<file path="src/rtl/booth_pkg.sv">
// Shared definitions for the Booth multiplier accumulate path.
package booth_pkg;

    localparam int unsigned PROD_W    = 16;
    localparam int unsigned ACC_W_DEF = 24;
    localparam int unsigned CNT_W_DEF = 8;
    // Working width of sat_add; accumulators must be narrower than this.
    localparam int unsigned SAT_W     = 64;

    typedef enum logic {
        ACCUM = 1'b0,
        DONE  = 1'b1
    } state_e;

    typedef struct packed {
        logic signed [SAT_W-1:0] sum;
        logic                    ovf;
    } sat_res_t;

    // acc (already sign-extended from acc_w bits) + sext(prod).
    // ovf is set when the true sum leaves the acc_w-bit signed range, which is
    // the same as the top two bits of an (acc_w+1)-bit sum differing.
    // With sat set the result is clamped toward the sign of prod; otherwise
    // the caller keeps the low acc_w bits, which wraps.
    function automatic sat_res_t sat_add(input logic signed [SAT_W-1:0]  acc,
                                         input logic signed [PROD_W-1:0] prod,
                                         input int unsigned              acc_w,
                                         input logic                     sat);
        logic signed [SAT_W-1:0] sum;
        logic signed [SAT_W-1:0] vmax;
        logic signed [SAT_W-1:0] vmin;
        sat_res_t                res;
        sum     = acc + {{(SAT_W-PROD_W){prod[PROD_W-1]}}, prod};
        vmax    = (64'sd1 <<< (acc_w - 1)) - 64'sd1;
        vmin    = -vmax - 64'sd1;
        res.ovf = (sum > vmax) || (sum < vmin);
        if (sat && res.ovf) begin
            res.sum = prod[PROD_W-1] ? vmin : vmax;
        end else begin
            res.sum = sum;
        end
        return res;
    endfunction

endpackage

</file>
<file path="src/rtl/booth_sat_adder.sv">
// Combinational accumulator adder: acc + sext(prod) with overflow detect and
// optional saturation.
module booth_sat_adder
    import booth_pkg::*;
#(
    parameter int unsigned ACC_W = ACC_W_DEF,
    parameter int unsigned SAT   = 1
) (
    input  logic [ACC_W-1:0]  acc_i,
    input  logic [PROD_W-1:0] prod_i,
    output logic [ACC_W-1:0]  sum_o,
    output logic              ovf_o
);

    logic [SAT_W-1:0] w_acc_ext;
    sat_res_t         w_res;
    logic             w_unused;

    assign w_acc_ext = {{(SAT_W-ACC_W){acc_i[ACC_W-1]}}, acc_i};

    // Evaluate the shared saturating add at the working width.
    always_comb begin
        w_res = sat_add(w_acc_ext, prod_i, ACC_W, SAT != 0);
    end

    // Upper bits are redundant after clamp; dropping them gives wrap mode.
    assign sum_o    = w_res.sum[ACC_W-1:0];
    assign ovf_o    = w_res.ovf;
    assign w_unused = ^w_res.sum[SAT_W-1:ACC_W];

endmodule

</file>
<file path="src/rtl/booth_mac_acc.sv">
// Frame accumulator behind the Booth multiplier: sums a stream of signed
// products per frame and hands the result out over valid/ready.
module booth_mac_acc
    import booth_pkg::*;
#(
    parameter int unsigned ACC_W = ACC_W_DEF,
    parameter int unsigned CNT_W = CNT_W_DEF,
    parameter int unsigned SAT   = 1
) (
    input  logic              clk,
    input  logic              rst_n,
    input  logic              clr_i,
    input  logic [PROD_W-1:0] prod_i,
    input  logic              in_valid_i,
    input  logic              in_last_i,
    output logic              in_ready_o,
    output logic [ACC_W-1:0]  acc_o,
    output logic [CNT_W-1:0]  cnt_o,
    output logic              ovf_o,
    output logic              out_valid_o,
    input  logic              out_ready_i
);

    state_e           r_state;
    logic [ACC_W-1:0] r_acc;
    logic [CNT_W-1:0] r_cnt;
    logic             r_ovf;

    state_e           w_state_d;
    logic [ACC_W-1:0] w_acc_d;
    logic [CNT_W-1:0] w_cnt_d;
    logic             w_ovf_d;
    logic [ACC_W-1:0] w_sum;
    logic             w_add_ovf;
    logic             w_beat;

    booth_sat_adder #(
        .ACC_W (ACC_W),
        .SAT   (SAT)
    ) u_adder (
        .acc_i  (r_acc),
        .prod_i (prod_i),
        .sum_o  (w_sum),
        .ovf_o  (w_add_ovf)
    );

    // Ready is gated by rst_n so it is low throughout reset and high as soon
    // as reset releases, without waiting for a clock edge.
    assign in_ready_o  = rst_n && (r_state == ACCUM);
    assign out_valid_o = (r_state == DONE);
    assign acc_o       = r_acc;
    assign cnt_o       = r_cnt;
    assign ovf_o       = r_ovf;
    assign w_beat      = in_valid_i && in_ready_o;

    // Next-state: clear dominates, then accumulate or result hand-off.
    always_comb begin
        w_state_d = r_state;
        w_acc_d   = r_acc;
        w_cnt_d   = r_cnt;
        w_ovf_d   = r_ovf;
        if (clr_i) begin
            w_state_d = ACCUM;
            w_acc_d   = '0;
            w_cnt_d   = '0;
            w_ovf_d   = 1'b0;
        end else begin
            case (r_state)
                ACCUM: begin
                    if (w_beat) begin
                        w_acc_d = w_sum;
                        w_cnt_d = (&r_cnt) ? r_cnt : r_cnt + 1'b1;
                        w_ovf_d = r_ovf | w_add_ovf;
                        if (in_last_i) begin
                            w_state_d = DONE;
                        end
                    end
                end
                DONE: begin
                    if (out_ready_i) begin
                        w_state_d = ACCUM;
                        w_acc_d   = '0;
                        w_cnt_d   = '0;
                        w_ovf_d   = 1'b0;
                    end
                end
                default: w_state_d = ACCUM;
            endcase
        end
    end

    // State registers with asynchronous active-low reset.
    always_ff @(posedge clk or negedge rst_n) begin
        if (!rst_n) begin
            r_state <= ACCUM;
            r_acc   <= '0;
            r_cnt   <= '0;
            r_ovf   <= 1'b0;
        end else begin
            r_state <= w_state_d;
            r_acc   <= w_acc_d;
            r_cnt   <= w_cnt_d;
            r_ovf   <= w_ovf_d;
        end
    end

endmodule

</file>
<file path="config.mk">
export PLATFORM = sky130hd
export DESIGN_NAME = booth_mac_acc
export DESIGN_NICKNAME = d
export VERILOG_FILES = /design/src/rtl/booth_pkg.sv /design/src/rtl/booth_sat_adder.sv /design/src/rtl/booth_mac_acc.sv
export SDC_FILE = /design/constraint.sdc
export NUM_CORES = 1
export LEC_CHECK = 0
export BUFFER_PORTS_ARGS = -buffer_cell sky130_fd_sc_hd__buf_2
export CAP_MARGIN = 30
export CORE_UTILIZATION = 30
export CTS_CLUSTER_SIZE = 12
export DETAILED_ROUTE_END_ITERATION = 8
export PLACE_DENSITY = 0.49
export SLEW_MARGIN = 20
export SYNTH_ARGS = -nofsm -noshare
export SYNTH_HDL_FRONTEND = slang
export SYNTH_SLANG_ARGS = --single-unit
</file>
<file path="constraint.sdc">
create_clock -name clk -period 4.42 [get_ports clk]
set_input_delay 0.442 -clock clk [delete_from_list [all_inputs] [get_ports clk]]
set_output_delay 0.442 -clock clk [all_outputs]
set_load 0.01 [all_outputs]
</file>
# Yosys cells after proc, flatten, opt, wreduce, memory -nomap -nowiden
# Cells that the tools add are included.
[totals]
memories = 0
output_inout_bits = 35
register_bits = 34
romBits = 0
ram_bits = 0
input_bits = 22
latch_bits = 0
wordCells = 39
[op_classes]
mux = 20
n_mul = 0
magnitude_cmp = 2
reduce_logical = 6
n_shift = 0
eq_ne = 3
div = 0
bitwise_logic = 2
n_addsub = 2
[op_table]
columns = ["operator", "count"]
rows = [
  ["$mux W24", 5],
  ["$pmux W24 S2", 1],
  ["$mux W8", 4],
  ["$add A24 B16 Y25", 1],
  ["$gt A25 B24 Y1 const B", 1],
  ["$lt A25 B24 Y1 const B", 1],
  ["$pmux W8 S2", 1],
  ["$ne A3 B3 Y1 const B", 3],
  ["$add A8 B1 Y8 const B", 1],
  ["$reduce_and A8 Y1", 1],
  ["$mux W1", 7],
  ["$pmux W1 S2", 2],
  ["$reduce_and A3 Y1", 1],
  ["$logic_and A1 B1 Y1", 2],
  ["$reduce_and A2 Y1", 1],
  ["$logic_or A1 B1 Y1", 1],
  ["$not A1 Y1", 1],
  ["$or A1 B1 Y1", 1],
]

# Longest topological paths before layout
# Gate-level depths: netlist (run 1).
[depth]
word_depth = 7
ltp_mapped = 12
depth_no_buf = 10

# Hierarchy
# Synthesis (run 1) repeated with hierarchy kept, for this count alone.
[unflattened]
cells_unflattened = 312
area_unflattened_um2 = 2976.6
[modules_own_cells]
columns = ["module", "cells_each", "area_per_inst_um2", "n_inst", "seq_area_each_um2"]
rows = [
  ["booth_sat_adder", 194, 1516.5, 1, 0.0],
  ["booth_mac_acc", 118, 1460.2, 1, 850.8],
]

# Least setup slack after synthesis (run 1)
# Ideal clock, no wire load.
[synth_timing]
path_kind = "input port to flip-flop"
startpoint = "in prod_i[0]"
endpoint = "reg r_acc[10], in the netlist acc_o[10]"
required_time_ns = 4.294
arrival_time_ns = 2.832
path_stages = 12
slack_ns = 1.462
setup_ns = 0.126
n_path_buf = 2
path_cell_list = "ha_1 fa_1 a211o_2 a21oi_2 o21ba_4 a22oi_4 a31oi_4 xnor2_2 and2_4 buf_6 buf_8 a221o_1"
[synth_via]
elab_chain_cells = 7
elab_cells_between_ends = 8
classes_between = "1 x add/sub; 2 x order compare; 4 x mux; 1 x reduce/logical"
[synth_rtl]
columns = ["item", "line_no", "text"]
rows = [
  ["from (decl)", "booth_mac_acc.sv:13", "input logic [PROD_W-1:0] prod_i,"],
  ["$add A24 B16 Y25 (*)", "booth_pkg.sv:33", "sum = acc + {{(SAT_W-PROD_W){prod[PROD_W-1]}}, prod};"],
  ["$gt A25 B24 Y1 or $lt A25 B24 Y1 (tied branches)", "booth_pkg.sv:36", "res.ovf = (sum > vmax) || (sum < vmin);"],
  ["$logic_or A1 B1 Y1", "booth_pkg.sv:36", ""],
  ["$mux W24 (*)", "booth_pkg.sv:37", "if (sat && res.ovf) begin"],
  ["$mux W24 (*)", "booth_mac_acc.sv:70", "if (w_beat) begin"],
  ["$pmux W24 S2 (*)", "booth_mac_acc.sv:68", "case (r_state)"],
  ["$mux W24 (*)", "booth_mac_acc.sv:62", "if (clr_i) begin"],
  ["to (signal assigned)", "booth_mac_acc.sv:101", "r_acc <= w_acc_d;"],
  ["to (decl)", "booth_mac_acc.sv:25", "logic [ACC_W-1:0] r_acc;"],
]
# Every way passes the cells marked *; elsewhere a longest branch is shown, timed or not. The select of a mux whose other input is x is not followed.
# A chain may end at the register's enable or synchronous reset.

# Final worst setup path (run 1)
[layout_timing]
startpoint = "reg r_acc[0], in the netlist acc_o[0]"
endpoint = "reg r_acc[0], in the netlist acc_o[0]"
[layout_via]
elab_chain_cells = 7
elab_cells_between_ends = 8
classes_between = "1 x add/sub; 2 x order compare; 4 x mux; 1 x reduce/logical"
[layout_rtl]
columns = ["item", "line_no"]
rows = [
  ["$add A24 B16 Y25 (*)", "booth_pkg.sv:33"],
  ["$gt A25 B24 Y1 or $lt A25 B24 Y1 (tied branches)", "booth_pkg.sv:36"],
  ["$logic_or A1 B1 Y1", "booth_pkg.sv:36"],
  ["$mux W24 (*)", "booth_pkg.sv:37"],
  ["$mux W24 (*)", "booth_mac_acc.sv:70"],
  ["$pmux W24 S2 (*)", "booth_mac_acc.sv:68"],
  ["$mux W24 (*)", "booth_mac_acc.sv:62"],
]
# Marks and branches as above.

==> impl_metrics.csv, run 1 <==
group,metric,value,unit
run_status,status,"complete, no violations",
setup_path,required,4590,ps
setup_path,timing_worst_setup_path_type,"reg2reg",
sta,whs,273,ps
floorplanning,initial_core_util,31.0,%
sta,grt_setup_unrepaired,"no",
floorplanning,die_area,9440,µm²
clocking,cts_hold_buf,0,
setup_path,max_stage_delay,430,ps
clocking,cts_buffers,5,
floorplanning,fp.dieW,97.2,µm
sta,setup_viol_count_final,0,
synthesis,synth_top_cell_area_share,31.3,%
synthesis,synth_cell_types,57,
setup_path,worst_path_max_delay_cell,"fa_1",
flow_run,drv_cap,0,
place,dp_hpwl,5160,µm
detailed_routing,drt_iter0_drc,112,
sta,fin_crit,2970,ps
sta,fmax,0.337,GHz
detailed_routing,ant_nets,0,
global_route,grt_max_degree,35,
synthesis,synthXorXnorAreaFrac,8.34,%
synthesis,async_flop_share,100,%
global_route,grt_usage,15.2,%
clocking,cts_setup_buffers,0,
synthesis,avgSynthCellArea,9.88,µm²
setup_path,crit_path_start_kind,"flip-flop",
floorplanning,die_y,97.2,µm
synthesis,seq_area_frac_synth,31.3,%
place,place_area,3080,µm²
synthesis,synthAdderAreaFrac,12.3,%
pwr,power_density,340,nW/µm²
global_route,grt-ovfl-total,0,
global_route,grt_pass1_wl,11700,µm
setup_path,crit_fanout,23,
layout,final_cell_area,3190,µm²
sta,period_share,67.2,%
detailed_routing,vias,2354,
clocking,clkSinkCount,34,
synthesis,synthMuxAreaShare,0,%
place,portBuffers,56,
sta,skew,6.07,ps
layout,fin_nets,380,
detailed_routing,wl_per_cell,15.8,µm
detailed_routing,drt_pass1_iterations,5,
synthesis,synth_compound_area_share,32.2,%
synthesis,synth_top_area_cell,"dfrtp_1",
clocking,clk_pin_slew,70,ps
detailed_routing,vias_per_cell,5.34,
synthesis,synth_area,2720,µm²
setup_path,arrival,3140,ps
detailed_routing,drc,0,
clocking,cts.path.max_buffers,2,
synthesis,synth.area.top_cells,"dfrtp_1, ha_1, a221o_1, a21o_1, xnor2_1",
synthesis,synth_ff_type,"dfrtp_1",
clocking,clkLatencyLatePin,290,ps
clocking,cts_tree,"done",
clocking,cts_root_buffer,"clkbuf_8",
global_route,antenna_found_initial,0,
sta,hold_viol_final,0,
setup_path,crit_family,"compound AO/OA/AOI/OAI gates",
layout,synthToLayoutAreaGrowth,17.4,%
pwr,leakagePower,0.00165,µW
layout,drive_above_1_share,25.5,%
floorplanning,pin_count,57,
synthesis,synth_top_family_by_area,"compound AO/OA/AOI/OAI gates",
sta,fin_tns_setup,0,ps
setup_path,cp-end-kind,"flip-flop",
synthesis,syn-instance-count,275,
clocking,cts_resized,0,
pwr,ir_drop,120,µV
synthesis,synth_seq_cells,34,
setup_path,rrSetupSlack,1450,ps
layout,diodes,0,
clocking,h-tree-depth,2,
hold_path,min_path_type,"in2async",
floorplanning,coreArea,8760,µm²
synthesis,synth_edf_count,0,
sta,slew_viol_final,0,
sta,worstMarginPinSlew,460,ps
global_route,grt_pass1_vias,2308,
synthesis,yosysWarnings,0,
setup_path,cp_num_buf_inv,0,
synthesis,post_synth_and_or_nand_nor_area_fraction,12.2,%
floorplanning,fp-row-count,34,
sta,relSlewSlack,69.4,%
synthesis,syn-num-nets,323,
detailed_routing,wirelength,6970,µm
setup_path,path_cells,"ha_1, fa_1, a211o_2, a21oi_2, o21ba_4, a22oi_4, a31oi_4, xnor2_2, and2_4, a221o_1",
place,globalplace.congestion,0.784,
[cell type report]
| type | instances | area [µm²] |
|---|---|---|
| Timing Repair Buffer | 59 | 303 |
| Clock buffer | 8 | 110 |
| Tap cell | 108 | 135 |
| Inverter | 5 | 18.8 |
| Sequential cell | 34 | 851 |
| Multi-Input combinational cell | 227 | 1770 |
| Fill cell | 906 | 5580 |
[where the power goes]
part,switching (µW),internal (µW),total (µW)
Clock,117,157,274
Combinational,243,194,437
Sequential,31.1,343,374
[flip-flops by register name, indices dropped and copies added (netlist names)]
name and cells:
cnt_o 8, acc_o 24, out_valid_o 1, ovf_o 1
[layout by cell type (no fill, tap or decap), types with 5 or more instances in the layout]
master	instances
buf_2	56
nor2_1	20
inv_1	5
xnor2_1	12
o21ai_1	6
clkbuf_8	8
a221o_1	23
nand3_1	10
ha_1	25
dfrtp_1	34
xor2_1	12
o21ai_0	13
a21o_1	17
nand2_1	17
a21oi_1	18
nand4_1	5
[cells in the mapped netlist, types with 3 or more instances]
master / count
dfrtp_1: 34
ha_1: 25
a221o_1: 23
nor2_1: 20
a21oi_1: 19
a21o_1: 17
nand2_1: 17
o21ai_0: 13
xnor2_1: 12
xor2_1: 12
nand3_1: 10
o21ai_1: 6
inv_1: 5
nand4_1: 5
a31oi_1: 3
o21a_1: 3
[worst paths after layout]
kind / startpoint / end / cells past startpoint
worst min-delay path: rst_n / acc_o[6]$_DFFE_PN0P_ / 2
worst max-delay path: acc_o[0]$_DFFE_PN0P_ / acc_o[0]$_DFFE_PN0P_ / 10
min in group clk: out_ready_i / out_valid_o$_DFF_PN0_ / 2
worst min register to register: ovf_o$_DFFE_PN0P_ / ovf_o$_DFFE_PN0P_ / 1
worst max register to register: acc_o[0]$_DFFE_PN0P_ / acc_o[0]$_DFFE_PN0P_ / 10
max in group asynchronous: rst_n / cnt_o[7]$_DFFE_PN0P_ / 2
[kinds of logic (layout without fill, tap and decap cells)]
family                   count (synthesis)  count (layout)
AO/OA/AOI/OAI                          110             110
AND/OR/NAND/NOR                         66              66
flip-flops                              34              34
adder cells (fa/ha/maj)                 26              26
XOR/XNOR                                25              25
buffers and inverters                   14              72
[layer usage]
metal	GRT usage [%]	wire length, µm
met2	24.9	3250
met5	0	0
met3	2.30	215
met1	20.8	3430
met4	4.13	80
[metrics by stage]
step	cells	worst slack [ps]	util [%]	power (µW)
6_report	441	1450	36.4	1090
5_1_grt	441	1290	36.4	1160
4_1_cts	441	1410	36.4	1100
3_5_place_dp	433	1270	35.1	817
3_3_place_gp	433	1310	35.1	820
2_1_floorplan	275	1460	-	701
Power figures use the tool's default switching activity.
==> inputs of run 2 (changes only) <==
--- a/config.mk
+++ b/config.mk
@@ -5,12 +5,13 @@
 export SDC_FILE = /design/constraint.sdc
 export NUM_CORES = 1
 export LEC_CHECK = 0
+export ABC_AREA = 1
 export BUFFER_PORTS_ARGS = -buffer_cell sky130_fd_sc_hd__buf_2
 export CAP_MARGIN = 30
 export CORE_UTILIZATION = 30
 export CTS_CLUSTER_SIZE = 12
 export DETAILED_ROUTE_END_ITERATION = 8
-export PLACE_DENSITY = 0.49
+export PLACE_DENSITY = 0.5
 export SLEW_MARGIN = 20
 export SYNTH_ARGS = -nofsm -noshare
 export SYNTH_HDL_FRONTEND = slang
==> constraint.sdc (replaced) <==
create_clock -name clk -period 2.6 [get_ports clk]
set_input_delay 0.26 -clock clk [delete_from_list [all_inputs] [get_ports clk]]
set_output_delay 0.26 -clock clk [all_outputs]
set_load 0.01 [all_outputs]
==> impl_metrics.csv, run 2 <==
group,metric,value,unit
layout,seqCellArea,851,µm²
setup_path,crit_fanout,6,
layout,multi_input_area,2060,µm²
global_route,grt_pass1_wl,14700,µm
layout,final_cell_mix,"nand2_1, inv_1, buf_2",
sta,skew,15.5,ps
sta,period_share,93.6,%
layout,drive_above_1_share,15.9,%
floorplanning,fp.dieW,104,µm
detailed_routing,wl_met2,4340,µm
floorplanning,coreArea,9910,µm²
place,dp_hpwl,6670,µm
sta,slew_viol_final,0,
detailed_routing,vias_per_cell,4.69,
sta,setup_viol_count_final,0,
synthesis,ys_top_cells_by_count,"nand2_1, inv_1, nor2_1",
detailed_routing,wl_met1,4520,µm
layout,fin_nets,589,
layout,synthToLayoutAreaGrowth,19.9,%
synthesis,synth_top_area_cell,"dfrtp_1",
sta,setup_ws,166,ps
clocking,clk_pin_slew,90,ps
detailed_routing,wirelength,9220,µm
synthesis,avgSynthCellArea,6.53,µm²
setup_path,rrSetupSlack,170,ps
setup_path,crit_family,"simple AND/OR/NAND/NOR gates",
detailed_routing,dr_wl_met3,299,µm
layout,nFillCells,1100,
setup_path,required,2790,ps
flow_run,drv_cap,0,
clocking,cts.path.max_buffers,2,
setup_path,arrival,2620,ps
layout,final_cell_count_no_fill,675,
sta,worstMarginPinSlew,491,ps
setup_path,path_cells,"ha_1, fa_1, nand2_1, nand2_1, nand3_1, nand2_2, nand2_1, nand3_1, nand2_1, nand2_1, nand2_4, nand3_4, nand3_1, nand2_1",
global_route,grt_usage,16.8,%
synthesis,synth.area.top_cells,"dfrtp_1, nand2_1, ha_1, inv_1, nand3_1",
synthesis,synth_top_family_by_area,"simple AND/OR/NAND/NOR gates",
detailed_routing,highest_layer,"met4",
synthesis,synthMuxAreaShare,0,%
clocking,cts_hold_buf,0,
global_route,grt_pass1_vias,3128,
sta,fmax,0.411,GHz
setup_path,cp-end-kind,"flip-flop",
synthesis,synthAdderAreaFrac,10.7,%
setup_path,timing_worst_setup_path_type,"reg2reg",
hold_path,min_path_type,"in2async",
synthesis,seq_area_frac_synth,27.3,%
setup_path,crit_path_start_kind,"flip-flop",
layout,largest_reg_flops,24,
synthesis,syn-num-nets,526,
place,dpl.cell_count,664,
pwr,leakagePower,0.00215,µW
synthesis,yosysWarnings,0,
clocking,cts_tree,"done",
pwr,ir_drop,275,µV
clocking,h-tree-depth,2,
detailed_routing,drt_pass1_iterations,4,
setup_path,cp_num_buf_inv,0,
synthesis,syn-instance-count,478,
global_route,antenna_found_initial,0,
detailed_routing,wl_per_cell,13.7,µm
synthesis,post_synth_and_or_nand_nor_area_fraction,40.5,%
place,globalplace.congestion,0.847,
place,place_ws,91.4,ps
clocking,cts_root_buffer,"clkbuf_8",
synthesis,synth_seq_cells,34,
place,portBuffers,56,
detailed_routing,drt_iter0_drc,148,
sta,grt_setup_unrepaired,"yes",
synthesis,synth_cell_types,32,
run_status,status,"complete, no violations",
synthesis,synth_top_cell_area_share,27.3,%
detailed_routing,vias,3167,
clocking,clkLatencyLatePin,300,ps
detailed_routing,drc,0,
global_route,grt-ovfl-total,0,
floorplanning,initial_core_util,31.5,%
layout,diodes,0,
floorplanning,die_area,10800,µm²
clocking,clkSinkCount,34,
detailed_routing,ant_nets,0,
synthesis,async_flop_share,100,%
floorplanning,fp-row-count,36,
global_route,grt_max_degree,36,
setup_path,worst_path_max_delay_cell,"dfrtp_1",
setup_path,max_stage_delay,400,ps
pwr,power_density,540,nW/µm²
setup_path,crit_path_frequent_cell,"nand2_1",
floorplanning,die_y,104,µm
sta,relSlewSlack,67.3,%
sta,hold_viol_final,0,
sta,fin_crit,2430,ps
floorplanning,pin_count,57,
clocking,cts_buffers,5,
synthesis,synth_edf_count,0,
synthesis,synth_ff_type,"dfrtp_1",
synthesis,yosys.cell_count.top_type,"nand2_1",
synthesis,synthXorXnorAreaFrac,5.05,%
layout,final_common_cell,"nand2_1",
synthesis,synth_compound_area_share,7.90,%
synthesis,synth_area,3120,µm²
==> run 2: per-stage QoR <==
stage	setup TNS, ps	hold slack, ps	power [µW]	util, %	area [µm²]
floorplan	0	-35.6	1170	-	3120
global placement	0	411	1360	35.8	3540
detailed placement	0	420	1360	35.8	3540
CTS	0	94.0	2000	37.2	3680
global route	-206	111	2170	37.8	3740
finish	0	64.3	2020	37.8	3740
==> run 2: repair_timing <==
| item | in CTS | in global routing |
|---|---|---|
| resized for setup | 0 | 4 |
| setup buffers | 0 | 0 |
| setup endpoints to repair | 0 | 23 |
==> run 2: final timing paths <==
kind | startpoint | to | cells after the start
max | acc_o[0]$_DFFE_PN0P_ | acc_o[0]$_DFFE_PN0P_ | 14
min | rst_n | acc_o[16]$_DFFE_PN0P_ | 2
max reg2reg | acc_o[0]$_DFFE_PN0P_ | acc_o[0]$_DFFE_PN0P_ | 14
min reg2reg | acc_o[14]$_DFFE_PN0P_ | acc_o[14]$_DFFE_PN0P_ | 2
max in group asynchronous | rst_n | acc_o[12]$_DFFE_PN0P_ | 2
min in group clk | out_ready_i | out_valid_o$_DFF_PN0_ | 2
==> run 2: cells by family after synthesis <==
logic type               count (synthesis)
XOR/XNOR                                18
AND/OR/NAND/NOR                        294
AO/OA/AOI/OAI                           42
flip-flops                              34
buffers and inverters                   64
adder cells (fa/ha/maj)                 26
==> run 2: layout make-up <==
type	count	share of cell area [%]
Clock buffer	5	1.84
Clock inverter	3	1.84
Inverter	56	5.62
Multi-Input combinational cell	383	55.0
Sequential cell	34	22.7
Tap cell	133	4.45
Timing Repair Buffer	61	8.49
==> run 2: worst register-to-register path: stages (launching register included) <==
cell     delay (ps)
dfrtp_1         400
ha_1            210
fa_1            400
nand2_1          80
nand2_1          80
nand3_1         110
nand2_2          90
nand2_1         120
nand3_1         110
nand2_1          80
nand2_1          80
nand2_4         190
nand3_4         180
nand3_1         140
nand2_1          60
==> run 2: where the power goes <==
| part | internal, µW | switching [µW] | leakage (µW) | total [µW] |
|---|---|---|---|---|
| Clock | 385 | 244 | 0.0000683 | 629 |
| Sequential | 575 | 44.7 | 0.000463 | 619 |
| Combinational | 272 | 501 | 0.00162 | 773 |
==> run 2: metal layers <==
metal / vias to the layer above / GRT usage, %
met1: 1438 / 22.1
met5: - / 0
met2: 58 / 28.5
li1: 1666 / -
met4: 0 / 3.57
met3: 5 / 2.94
==> inputs of run 3 (changes only) <==
--- a/config.mk
+++ b/config.mk
@@ -8,10 +8,12 @@
 export ABC_AREA = 1
 export BUFFER_PORTS_ARGS = -buffer_cell sky130_fd_sc_hd__buf_2
 export CAP_MARGIN = 30
+export CELL_PAD_IN_SITES_DETAIL_PLACEMENT = 0
+export CELL_PAD_IN_SITES_GLOBAL_PLACEMENT = 1
 export CORE_UTILIZATION = 30
 export CTS_CLUSTER_SIZE = 12
 export DETAILED_ROUTE_END_ITERATION = 8
-export PLACE_DENSITY = 0.5
+export PLACE_DENSITY = 0.67
 export SLEW_MARGIN = 20
 export SYNTH_ARGS = -nofsm -noshare
 export SYNTH_HDL_FRONTEND = slang
==> impl_metrics.csv, run 3 (synthesis results as in run 2) <==
group,metric,value,unit
sta,setup_viol_count_final,0,
setup_path,crit_fanout,11,
pwr,share_seq_of_total_power,30.7,%
clocking,cts_root_buffer,"clkbuf_8",
detailed_routing,wl_per_cell,13.7,µm
place,portBuffers,56,
layout,drive_above_1_share,15.7,%
detailed_routing,drc,0,
sta,slew_viol_final,0,
floorplanning,die_area,10800,µm²
detailed_routing,ant_nets,0,
floorplanning,coreArea,9910,µm²
floorplanning,fp-row-count,36,
setup_path,rrSetupSlack,130,ps
floorplanning,die_y,104,µm
place,dpl.cell_count,664,
layout,final_cell_count_no_fill,674,
detailed_routing,vias_per_cell,4.66,
clocking,cts_buffers,5,
layout,nFillCells,1136,
sta,fin_crit,2470,ps
floorplanning,pin_count,57,
place,dp_hpwl,6900,µm
global_route,grt_pass1_vias,3139,
place,place_area,3540,µm²
global_route,antenna_found_initial,0,
detailed_routing,wirelength,9220,µm
layout,diodes,0,
setup_path,cp-end-kind,"flip-flop",
layout,final_cell_mix,"nand2_1, inv_1, buf_2",
clocking,clkLatencyLatePin,300,ps
layout,synthToLayoutAreaGrowth,19.8,%
sta,hold_viol_final,0,
detailed_routing,drt_pass1_iterations,4,
layout,final_cell_area,3740,µm²
global_route,grt_usage,17.0,%
layout,final_common_cell,"nand2_1",
sta,fin_tns_setup,0,ps
clocking,clkSinkCount,34,
place,globalplace.congestion,0.819,
clocking,cts_hold_buf,0,
sta,worstMarginPinSlew,471,ps
pwr,switching_share,38.8,%
floorplanning,fp.dieW,104,µm
setup_path,timing_worst_setup_path_type,"reg2reg",
setup_path,r2r-end,"acc_o[1]$_DFFE_PN0P_",
sta,period_share,95.2,%
global_route,grt-ovfl-total,0,
pwr,combPwrFrac,38.5,%
setup_path,worst-r2r-cell-count,14,
setup_path,crit_path_start_kind,"flip-flop",
sta,setup_ws,126,ps
floorplanning,initial_core_util,31.5,%
sta,fmax,0.404,GHz
layout,largest_reg_flops,24,
pwr,clkPwrFrac,30.8,%
sta,grt_setup_unrepaired,"yes",
clocking,cts.path.max_buffers,2,
global_route,grt_pass1_wl,15000,µm
setup_path,reg2reg_from,"acc_o[0]$_DFFE_PN0P_",
setup_path,required,2790,ps
run_status,status,"complete, no violations",
layout,multi_input_area,2060,µm²
pwr,power_density,539,nW/µm²
global_route,grt_max_degree,36,
pwr,p_switching,783,µW
detailed_routing,drt_iter0_drc,86,
setup_path,arrival,2660,ps
layout,seqCellArea,851,µm²
layout,postLayoutCoreUtil,37.7,%
clocking,clk_pin_slew,90,ps
flow_run,drv_cap,0,
hold_path,min_path_type,"in2async",
clocking,h-tree-depth,2,
pwr,intPower,1230,µW
place,place_ws,49.8,ps
layout,fin_nets,588,
sta,relSlewSlack,68.6,%
pwr,leakagePower,0.00215,µW
pwr,ir_drop,305,µV
detailed_routing,vias,3144,
sta,skew,10.7,ps
clocking,cts_tree,"done",
run 3: worst max-delay path, cell delays in order, from the launching register on:
cell and delay [ps]:
dfrtp_1 410, ha_1 220, fa_1 410, nand2_1 80, nand2_1 80, nand3_1 110
nand2_2 90, nand2_1 110, nand3_1 100, nand2_1 80, nand2_1 80, nand2_4 170
nand3_4 200, nand3_1 150, nand2_1 60
run 3: routing by layer:
| metal | part of all wire (%) | vias up | wire (µm) | global-route usage [%] |
|---|---|---|---|---|
| li1 | - | 1657 | - | - |
| met3 | 3.0 | 7 | 274 | 2.69 |
| met4 | 0.78 | 0 | 72 | 3.37 |
| met1 | 50 | 1429 | 4630 | 22.5 |
| met2 | 46 | 51 | 4240 | 29.2 |
| met5 | 0 | - | 0 | 0 |
run 3: cell type report:
class,instances,area share (%)
repair buffers,61,8.50
flip-flops and latches,34,22.8
well taps,133,4.45
clock buffers,5,1.84
clock inverters,3,1.84
multi-input cells,382,55.0
inverters,56,5.62
run 3: per-stage QoR:
stage	total power, µW	hold WS (ps)
finish	2020	55.0
global route	2160	104
CTS	2000	86.1
detailed placement	1370	422
global placement	1360	410
floorplan	1170	-35.6
run 3: timing repair:
action / 4_1_cts / 5_1_grt
buffers inserted: 0 / 0
setup endpoints to repair: 0 / 23
gates resized for setup: 0 / 5
run 3: power groups by stage:
stage               clock network [µW]  logic, µW  registers (µW)
floorplan                            0        522             645
global placement                     0        731             629
detailed placement                   0        737             629
CTS                                639        741             620
global route                       663        873             628
finish                             622        776             619
run 3: how the worst max path moves through the flow:
| stage | start | end | cells after the start | slack [ps] |
|---|---|---|---|---|
| 6_report | acc_o[0]$_DFFE_PN0P_ | acc_o[1]$_DFFE_PN0P_ | 14 | 130 |
| 5_1_grt | acc_o[0]$_DFFE_PN0P_ | acc_o[9]$_DFFE_PN0P_ | 14 | -30 |
| 4_1_cts | acc_o[0]$_DFFE_PN0P_ | acc_o[17]$_DFFE_PN0P_ | 14 | 40 |
| 3_5_place_dp | acc_o[0]$_DFFE_PN0P_ | acc_o[17]$_DFFE_PN0P_ | 14 | 50 |
| 3_3_place_gp | acc_o[0]$_DFFE_PN0P_ | acc_o[3]$_DFFE_PN0P_ | 14 | 70 |
| 2_1_floorplan | acc_o[0]$_DFFE_PN0P_ | acc_o[0]$_DFFE_PN0P_ | 15 | 400 |
